==> config.mk <==
export PLATFORM = sky130hd
export DESIGN_NAME = riscv_csr_ctrl
export DESIGN_NICKNAME = d
export VERILOG_FILES = /design/src/rtl/riscv_csr_ctrl_pkg.sv /design/src/rtl/riscv_csr_ctrl_alu.sv /design/src/rtl/riscv_csr_ctrl.sv
export SDC_FILE = /design/constraint.sdc
export NUM_CORES = 1
export LEC_CHECK = 0
export ABC_AREA = 1
export CORE_MARGIN = 3
export CORE_UTILIZATION = 30
export DETAILED_ROUTE_END_ITERATION = 10
export PLACE_DENSITY_LB_ADDON = 0.2
export SKIP_CTS_REPAIR_TIMING = 1
export SLEW_MARGIN = 20
export SYNTH_ARGS = -nofsm -noshare
export SYNTH_HDL_FRONTEND = slang
export SYNTH_SLANG_ARGS = --single-unit
export TNS_END_PERCENT = 20
==> constraint.sdc <==
create_clock -name clk -period 1.5 [get_ports clk]
set_clock_uncertainty 0.05 [all_clocks]
set_input_delay 0.225 -clock clk [delete_from_list [all_inputs] [get_ports clk]]
set_output_delay 0.225 -clock clk [all_outputs]
set_load 0.05 [all_outputs]
==> src/rtl/riscv_csr_ctrl_pkg.sv <==
// Shared constants for the CSR sequencer: op codes, CSR addresses, trap cause and FSM states.
// RISCV_CSR_CTRL_MSTATUS_EN adds the MSTATUS update states and bit positions.
package riscv_csr_ctrl_pkg;

  typedef enum logic [2:0] {
    CSR_OP_NONE  = 3'd0,
    CSR_OP_RW    = 3'd1,
    CSR_OP_RS    = 3'd2,
    CSR_OP_RC    = 3'd3,
    CSR_OP_ECALL = 3'd4,
    CSR_OP_MRET  = 3'd5
  } csr_op_e;

  localparam logic [11:0] CSR_MTVEC  = 12'h305;
  localparam logic [11:0] CSR_MEPC   = 12'h341;
  localparam logic [11:0] CSR_MCAUSE = 12'h342;

  localparam int unsigned CAUSE_ECALL_M = 11;

`ifdef RISCV_CSR_CTRL_MSTATUS_EN
  localparam logic [11:0] CSR_MSTATUS = 12'h300;
  localparam int MSTATUS_MIE_BIT  = 3;
  localparam int MSTATUS_MPIE_BIT = 7;
  localparam int MSTATUS_MPP_LO   = 11;
  localparam int MSTATUS_MPP_HI   = 12;
`endif

  typedef enum logic [3:0] {
    ST_IDLE,
    ST_RD,
    ST_WR,
    ST_T_EPC,
    ST_T_CAUSE,
`ifdef RISCV_CSR_CTRL_MSTATUS_EN
    ST_T_MSTAT,
    ST_M_MSTAT,
`endif
    ST_T_VEC,
    ST_M_EPC,
    ST_ERR
  } ctrl_state_e;

endpackage

==> src/rtl/riscv_csr_ctrl_alu.sv <==
// Zicsr read-modify-write datapath: new CSR value and whether a write is architecturally required.
module riscv_csr_ctrl_alu
  import riscv_csr_ctrl_pkg::*;
#(
  parameter int WORD_LENGTH = 32
) (
  input  logic [2:0]             op,
  input  logic [WORD_LENGTH-1:0] old_val,
  input  logic [WORD_LENGTH-1:0] wdata,
  output logic [WORD_LENGTH-1:0] new_val,
  output logic                   write_needed
);

  always_comb begin
    new_val      = old_val;
    write_needed = 1'b0;
    case (op)
      CSR_OP_RW: begin
        new_val      = wdata;
        write_needed = 1'b1;
      end
      CSR_OP_RS: begin
        new_val      = old_val | wdata;
        write_needed = |wdata;
      end
      // A zero mask turns set/clear into a pure read with no side effects.
      CSR_OP_RC: begin
        new_val      = old_val & ~wdata;
        write_needed = |wdata;
      end
      default: begin
        new_val      = old_val;
        write_needed = 1'b0;
      end
    endcase
  end

endmodule

==> src/rtl/riscv_csr_ctrl.sv <==
// Sequencer serialising Zicsr RMW, ECALL trap entry and MRET onto a single CSR file port.
// Defining RISCV_CSR_CTRL_MSTATUS_EN adds MSTATUS MIE/MPIE/MPP handling on trap entry and return.
module riscv_csr_ctrl
  import riscv_csr_ctrl_pkg::*;
#(
  parameter int WORD_LENGTH = 32,
  parameter int CSR_ADDR_W  = 12
) (
  input  logic                   clk,
  input  logic                   rst_n,
  input  logic                   req_valid,
  output logic                   req_ready,
  input  logic [2:0]             req_op,
  input  logic [CSR_ADDR_W-1:0]  req_addr,
  input  logic [WORD_LENGTH-1:0] req_wdata,
  input  logic [WORD_LENGTH-1:0] req_pc,
  output logic                   resp_valid,
  output logic [WORD_LENGTH-1:0] resp_rdata,
  output logic                   redirect_valid,
  output logic [WORD_LENGTH-1:0] redirect_pc,
  output logic                   csr_we,
  output logic [CSR_ADDR_W-1:0]  csr_addr,
  output logic [WORD_LENGTH-1:0] csr_wdata,
  input  logic [WORD_LENGTH-1:0] csr_rdata
);

  // Handshake: a request transfers on a rising edge where req_valid && req_ready; req_ready is
  // high only in IDLE, and resp_valid/redirect_valid are single-cycle pulses with no back-pressure.

  ctrl_state_e            state_q, state_d;
  logic [2:0]             op_q, op_d;
  logic [CSR_ADDR_W-1:0]  addr_q, addr_d;
  logic [WORD_LENGTH-1:0] wdata_q, wdata_d;
  logic [WORD_LENGTH-1:0] pc_q, pc_d;
  logic [WORD_LENGTH-1:0] old_q, old_d;
  logic [WORD_LENGTH-1:0] alu_new;
  logic                   alu_write;

  riscv_csr_ctrl_alu #(.WORD_LENGTH(WORD_LENGTH)) u_alu (
    .op           (op_q),
    .old_val      (old_q),
    .wdata        (wdata_q),
    .new_val      (alu_new),
    .write_needed (alu_write)
  );

  always_comb begin
    state_d = state_q;
    op_d    = op_q;
    addr_d  = addr_q;
    wdata_d = wdata_q;
    pc_d    = pc_q;
    old_d   = old_q;
    case (state_q)
      ST_IDLE: begin
        if (req_valid) begin
          op_d    = req_op;
          addr_d  = req_addr;
          wdata_d = req_wdata;
          pc_d    = req_pc;
          case (req_op)
            CSR_OP_RW, CSR_OP_RS, CSR_OP_RC: state_d = ST_RD;
            CSR_OP_ECALL:                    state_d = ST_T_EPC;
`ifdef RISCV_CSR_CTRL_MSTATUS_EN
            CSR_OP_MRET:                     state_d = ST_M_MSTAT;
`else
            CSR_OP_MRET:                     state_d = ST_M_EPC;
`endif
            default:                         state_d = ST_ERR;
          endcase
        end
      end
      ST_RD: begin
        old_d   = csr_rdata;
        state_d = ST_WR;
      end
      ST_T_EPC: state_d = ST_T_CAUSE;
`ifdef RISCV_CSR_CTRL_MSTATUS_EN
      ST_T_CAUSE: state_d = ST_T_MSTAT;
      ST_T_MSTAT: state_d = ST_T_VEC;
      ST_M_MSTAT: state_d = ST_M_EPC;
`else
      ST_T_CAUSE: state_d = ST_T_VEC;
`endif
      default: state_d = ST_IDLE;
    endcase
  end

  always_comb begin
    req_ready      = 1'b0;
    resp_valid     = 1'b0;
    resp_rdata     = '0;
    redirect_valid = 1'b0;
    redirect_pc    = '0;
    csr_we         = 1'b0;
    csr_addr       = '0;
    csr_wdata      = '0;
    case (state_q)
      ST_IDLE: req_ready = 1'b1;
      ST_RD:   csr_addr  = addr_q;
      ST_WR: begin
        csr_addr   = addr_q;
        csr_we     = alu_write;
        csr_wdata  = alu_new;
        resp_valid = 1'b1;
        resp_rdata = old_q;
      end
      ST_T_EPC: begin
        csr_we    = 1'b1;
        csr_addr  = CSR_ADDR_W'(CSR_MEPC);
        csr_wdata = pc_q;
      end
      ST_T_CAUSE: begin
        csr_we    = 1'b1;
        csr_addr  = CSR_ADDR_W'(CSR_MCAUSE);
        csr_wdata = WORD_LENGTH'(CAUSE_ECALL_M);
      end
`ifdef RISCV_CSR_CTRL_MSTATUS_EN
      ST_T_MSTAT: begin
        csr_we    = 1'b1;
        csr_addr  = CSR_ADDR_W'(CSR_MSTATUS);
        csr_wdata = csr_rdata;
        csr_wdata[MSTATUS_MPIE_BIT] = csr_rdata[MSTATUS_MIE_BIT];
        csr_wdata[MSTATUS_MIE_BIT]  = 1'b0;
        csr_wdata[MSTATUS_MPP_HI:MSTATUS_MPP_LO] = 2'b11;
      end
      ST_M_MSTAT: begin
        csr_we    = 1'b1;
        csr_addr  = CSR_ADDR_W'(CSR_MSTATUS);
        csr_wdata = csr_rdata;
        csr_wdata[MSTATUS_MIE_BIT]  = csr_rdata[MSTATUS_MPIE_BIT];
        csr_wdata[MSTATUS_MPIE_BIT] = 1'b1;
      end
`endif
      // Vector is forced to direct mode by clearing the MODE bits.
      ST_T_VEC: begin
        csr_addr       = CSR_ADDR_W'(CSR_MTVEC);
        redirect_pc    = {csr_rdata[WORD_LENGTH-1:2], 2'b00};
        redirect_valid = 1'b1;
        resp_valid     = 1'b1;
      end
      ST_M_EPC: begin
        csr_addr       = CSR_ADDR_W'(CSR_MEPC);
        redirect_pc    = {csr_rdata[WORD_LENGTH-1:1], 1'b0};
        redirect_valid = 1'b1;
        resp_valid     = 1'b1;
      end
      ST_ERR: resp_valid = 1'b1;
      default: req_ready = 1'b0;
    endcase
  end

  always_ff @(posedge clk or negedge rst_n) begin
    if (!rst_n) begin
      state_q <= ST_IDLE;
      op_q    <= '0;
      addr_q  <= '0;
      wdata_q <= '0;
      pc_q    <= '0;
      old_q   <= '0;
    end else begin
      state_q <= state_d;
      op_q    <= op_d;
      addr_q  <= addr_d;
      wdata_q <= wdata_d;
      pc_q    <= pc_d;
      old_q   <= old_d;
    end
  end

endmodule

# Word-level counts from Yosys, hierarchy flattened
# Index checks and enable logic that the tools add are counted.
[totals] out_inout_bits=112 reg_bits=115 input_bits=114 elab_cells=48
[op_classes] reduce_logical=10 muxes=13 eq_ne=16 bitwise_logic=3
[op_table] cell="32-bit one-hot mux with 3 select lines" count=2
[op_table] cell="32-bit one-hot mux with 2 select lines" count=1
[op_table] cell="12-bit one-hot mux with 4 select lines" count=1
[op_table] cell="32-bit bitwise AND" count=1
[op_table] cell="32-bit 2-to-1 mux" count=1
[op_table] cell="32-bit inverter" count=1
[op_table] cell="32-bit bitwise OR" count=1
[op_table] cell="32-bit OR reduction" count=1
[op_table] cell="4-bit by 3-bit equality test with 1-bit output (second input constant)" count=4
[op_table] cell="4-bit one-hot mux with 4 select lines" count=1
[op_table] cell="3-bit by 2-bit equality test with 1-bit output (second input constant)" count=4
[op_table] cell="2-bit OR reduction" count=5
[op_table] cell="3-bit one-hot mux with 3 select lines" count=1
[op_table] cell="4-bit by 2-bit equality test with 1-bit output (second input constant)" count=2
[op_table] cell="3-bit by 1-bit equality test with 1-bit output (second input constant)" count=2
[op_table] cell="3-bit equality test (second input constant)" count=2
[op_table] cell="4-bit by 1-bit equality test with 1-bit output (second input constant)" count=1
[op_table] cell="4-bit zero test" count=1
[op_table] cell="4-bit 2-to-1 mux" count=1
[op_table] cell="1-bit one-hot mux with 2 select lines" count=2
[op_table] cell="4-bit OR reduction" count=1
[op_table] cell="1-bit 2-to-1 mux" count=3
[op_table] cell="3-bit OR reduction" count=1
[op_table] cell="2-bit != test (second input constant)" count=1
[op_table] cell="2-bit AND reduction" count=1

# Longest topological paths before layout
[depth] ltp_word=5 depth_mapped=8 depth_no_buf=7

# Cells and area by module
# From an unflattened synthesis, not the netlist that was laid out.
[unflattened] cells_unflattened=919 area_unflattened_um2=6313.6
[modules_own_cells] mod="riscv_csr_ctrl" seq_area_each_um2=2852.7 area_each_um2=5525.3 cells_per_inst=743 n_inst=1
[modules_own_cells] mod="riscv_csr_ctrl_alu" seq_area_each_um2=0.0 area_each_um2=788.3 cells_per_inst=176 n_inst=1

# Worst setup path after synthesis
# OpenSTA, ideal clock, no wires.
[synth_timing] path_type="register to output" from="register state_q[0]" to="output csr_wdata[1]" stages_incl_launch_ff=7 arrival_time_ns=2.168 slack_ns=-0.943 cell_sequence="dfrtp_1 -> nor3_2 -> inv_2 -> buf_2 -> nor2_1 -> nand2_1 -> nand3_1"
[synth_between] elab_chain_cells=2 word_cells_on_any_way=4 cone_classes="3 x eq/ne; 1 x mux"
[synth_lines] element="from (decl)" line_no="riscv_csr_ctrl.sv:30" source="ctrl_state_e state_q, state_d;"
[synth_lines] element="from (signal assigned)" line_no="riscv_csr_ctrl.sv:162" source="state_q <= state_d;"
[synth_lines] element="4-bit by 3-bit equality test with 1-bit output or 4-bit by 2-bit equality test with 1-bit output (tied branches)" line_no="riscv_csr_ctrl.sv:98" source="case (state_q)"
[synth_lines] element="32-bit one-hot mux with 3 select lines (*)" line_no="riscv_csr_ctrl.sv:98"
[synth_lines] element="to (decl)" line_no="riscv_csr_ctrl.sv:23" source="output logic [WORD_LENGTH-1:0] csr_wdata,"
# Every way passes the cells marked *; elsewhere a longest branch is shown, timed or not.

# Final worst setup path
[layout_timing] from="register op_q[2]" to="output csr_wdata[13]"
[layout_between] elab_chain_cells=3 word_cells_on_any_way=5 cone_classes="3 x eq/ne; 2 x mux"
[layout_lines] element="from (decl)" line_no="riscv_csr_ctrl.sv:31" source="logic [2:0] op_q, op_d;"
[layout_lines] element="from (signal assigned)" line_no="riscv_csr_ctrl.sv:163" source="op_q <= op_d;"
[layout_lines] element="3-bit by 2-bit equality test with 1-bit output or 3-bit by 1-bit equality test with 1-bit output (tied branches)" line_no="riscv_csr_ctrl_alu.sv:17" source="case (op)"
[layout_lines] element="32-bit one-hot mux with 3 select lines (*)" line_no="riscv_csr_ctrl_alu.sv:17"
[layout_lines] element="32-bit one-hot mux with 3 select lines (*)" line_no="riscv_csr_ctrl.sv:98"
# Marked as above.

==> results by group <==
STA
  • RSZ-0062 raised after global routing: true
  • Fmax: 447 MHz
  • Slew Viols, Final: 0
  • Period utilization: 1.49
  • Tmin final: 2.24 ns
  • Setup WS post-layout: -0.737 ns
  • Number of setup violations in the final report: 217
  • Final hold vios: 0

Synthesis
  • Syn nets: 780
  • Register area share after synthesis: 0.472
  • Complex-gate fraction of the synthesized area: 0.110
  • Post-synthesis instance total: 666
  • Post-Syn Area: 6040 sq um
  • Synth Area in Simple Gates: 0.159
  • Largest family of logic cells by synthesized area: multiplexers
  • Area share of the largest cell type after synthesis: 0.472
  • Synth warn: 0
  • Mux contribution to synthesized area: 0.169
  • Post-synth EDFFs: 0
  • Largest area contributor in the netlist: dfrtp_1
  • Fraction of registers with async set/reset: 1.00
  • Post-synthesis cell type count: 24
  • Syn avg cell area: 9.08 sq um
  • Top post-synthesis cells by area: dfrtp_1 (47%), mux2_4 (17%), nand2_1 (7.3%), nor2_1 (6.5%), o21ai_0 (5.7%)
  • Dominant synthesized flop cell: dfrtp_1
  • XOR/XNOR Fraction of Synth Area: 0
  • Seq cells post-synth: 114
  • Adder-cell share of the synthesized area: 0

CTS
  • Clk pin slew, worst setup/hold paths: 0.06 ns
  • CTS buffer count: 17
  • Clk sinks: 114
  • Longest Clk Path Bufs: 2
  • CTS HTree Levels: 4
  • Worst-Skew Late Latency: 0.41 ns
  • Root Driver: clkbuf_16
  • CTS tree: yes

Placed design
  • Placed instance area: 10700 sq um
  • Detail Placement HPWL: 14.9 mm
  • IO buf count: 224
  • GP Congestion: 0.758

Run status
  • Failing checks: negative setup slack
  • Outcome: complete, but fails checks

Global routing
  • Vias in the first global route: 5853
  • Global route total overflow: 0
  • Initial antenna violation count: 2
  • Gr usage total: 0.188
  • First-pass GRT wire length: 32.1 mm
  • Largest net degree at the start of global routing: 50

Worst setup path
  • Critical path peak fanout: 7
  • CP arrival: 1.96 ns
  • CP required: 1.22 ns
  • Crit. End Element: output port
  • Critical path class: reg2out
  • Type of origin of the critical path: register

Power and ir drop
  • VDD IR max: 2.12 mV
  • PwrDens: 2410 nW/um^2
  • Leak Pwr: 5.66 nW
  • Total power draw: 29.4 mW

Layout
  • # diodes: 0
  • Area Overhead vs Synth: 102%
  • Final Cell Area: 12200 sq um
  • # nets final: 1115
  • Final core occ: 0.622
  • Filler cells: 1631
  • Layout cell share with drive strength beyond 1: 0.504

Die
  • Die W: 148 um
  • Die area: 21900 sq um
  • Rows: 51
  • Die Ht: 148 um
  • Core box area: 19700 sq um
  • Io pins: 226
  • Initial core utilization: 0.308

Route
  • Vias: 5785
  • DRC: 0
  • Routed vias/inst: 4.52
  • Final WL: 22.1 mm
  • Drt pass-1 iters: 4
  • Post-DRT Antenna Nets: 0
  • Iter 0 DRT Violations: 168
  • Routed len/inst: 17.3 um

Job
  • Max Cap Violations: 0

Hold path
  • Worst Hold Class: in2async
-- layer usage --
metal	track usage	part of all wire
met3	0.0628	0.067
met4	0.0356	0.0091
met2	0.304	0.49
met1	0.249	0.43
met5	0	0.00095
-- layout by cell type, fill, tap and decap left out, types with 3 or more instances in the layout --
cell,Yosys,routed
nor2_4,2,72
inv_1,85,76
clkbuf_16,0,23
buf_6,7,49
nand2_1,118,62
nand3_4,0,6
o21ai_0,69,39
nand3_2,0,4
clkdlybuf4s50_1,0,112
a22oi_1,28,24
o21ai_1,0,26
o21ai_2,0,3
dfrtp_1,114,112
nand2_2,1,42
a22oi_2,0,4
inv_2,3,8
buf_4,1,79
clkbuf_8,0,3
a21oi_1,17,15
nor2_1,105,28
nor2_2,0,7
clkinvlp_4,0,5
mux2_4,68,68
nand2_4,1,15
buf_12,0,101
clkinv_2,0,3
-- synthesized netlist by cell type (2+ instances only) --
library cell / count
nand2_1: 118
dfrtp_1: 114
nor2_1: 105
inv_1: 85
o21ai_0: 69
mux2_4: 68
a22oi_1: 28
buf_2: 18
a21oi_1: 17
nand3_1: 12
clkbuf_1: 9
buf_6: 7
inv_2: 3
nor2_4: 2
nor3_1: 2
-- critical path, cell delays in order (launching register included) --
cell and delay [ns]:
dfrtp_1 0.43, inv_2 0.10, nand3_4 0.09, buf_6 0.13
a21oi_4 0.15, buf_12 0.14, buf_12 0.10, clkbuf_16 0.15
nand2_2 0.05, nand2_2 0.09, buf_12 0.14
-- power by group --
group          internal, mW  switching [mW]  leakage [nW]
registers              4.65           0.907          1.35
clock network          2.58            1.51         0.284
logic                  9.48            10.3          4.02
total                  16.7            12.7          5.66
-- final cells by class --
cell class / instances / area [sq um] / share of cell area
timing repair buffer: 351 / 4510 / 0.369
multi-input combinational: 429 / 3580 / 0.293
sequential: 114 / 2860 / 0.234
clock buffer: 20 / 467 / 0.0382
inverter: 88 / 357 / 0.0292
tap: 265 / 332 / 0.0271
clock inverter: 12 / 131 / 0.0107
-- cell families (layout without fill, tap and decap cells) --
logic type	after synthesis	count (layout)
flops	114	114
compound gates	117	117
simple gates	243	243
buf+inv	123	471
mux	68	68
other cells	1	1
-- final timing paths --
check                                  startpoint                      end  slack (ns)  cells after the start
hold / removal                              rst_n     pc_q[24]$_DFFE_PN0P_        0.20                      2
setup reg to reg           state_q[0]$_DFFE_PN0P_  wdata_q[20]$_DFFE_PN0P_       -0.20                      7
hold reg to reg              old_q[7]$_DFFE_PN0P_     old_q[7]$_DFFE_PN0P_        0.44                      2
setup / recovery              op_q[2]$_DFFE_PN0P_            csr_wdata[13]       -0.74                     10
min in group clk                      req_addr[7]    addr_q[7]$_DFFE_PN0P_        0.34                      3
max in group asynchronous                   rst_n     old_q[2]$_DFFE_PN0P_        0.62                      3
-- sequential cells by signal, summed over array words and instances, names as in the netlist --
signal,cells
addr_q,12
op_q,3
pc_q,32
state_q,3
wdata_q,32
old_q,32
-- metrics by stage --
| stage | worst slack, ns | TNS [ns] | cells | hold WS (ns) |
|---|---|---|---|---|
| 2_1_floorplan | -0.416 | -39.37 | 666 | -0.121 |
| 5_1_grt | -0.834 | -95.26 | 1279 | 0.196 |
| 6_report | -0.737 | -79.80 | 1279 | 0.197 |
| 4_1_cts | -0.770 | -84.01 | 1260 | -0.364 |
| 3_5_place_dp | -0.325 | -33.69 | 1228 | 0.0780 |
| 3_3_place_gp | -0.326 | -32.40 | 1228 | 0.0829 |
Note: power is estimated with default switching activity, not from simulation.
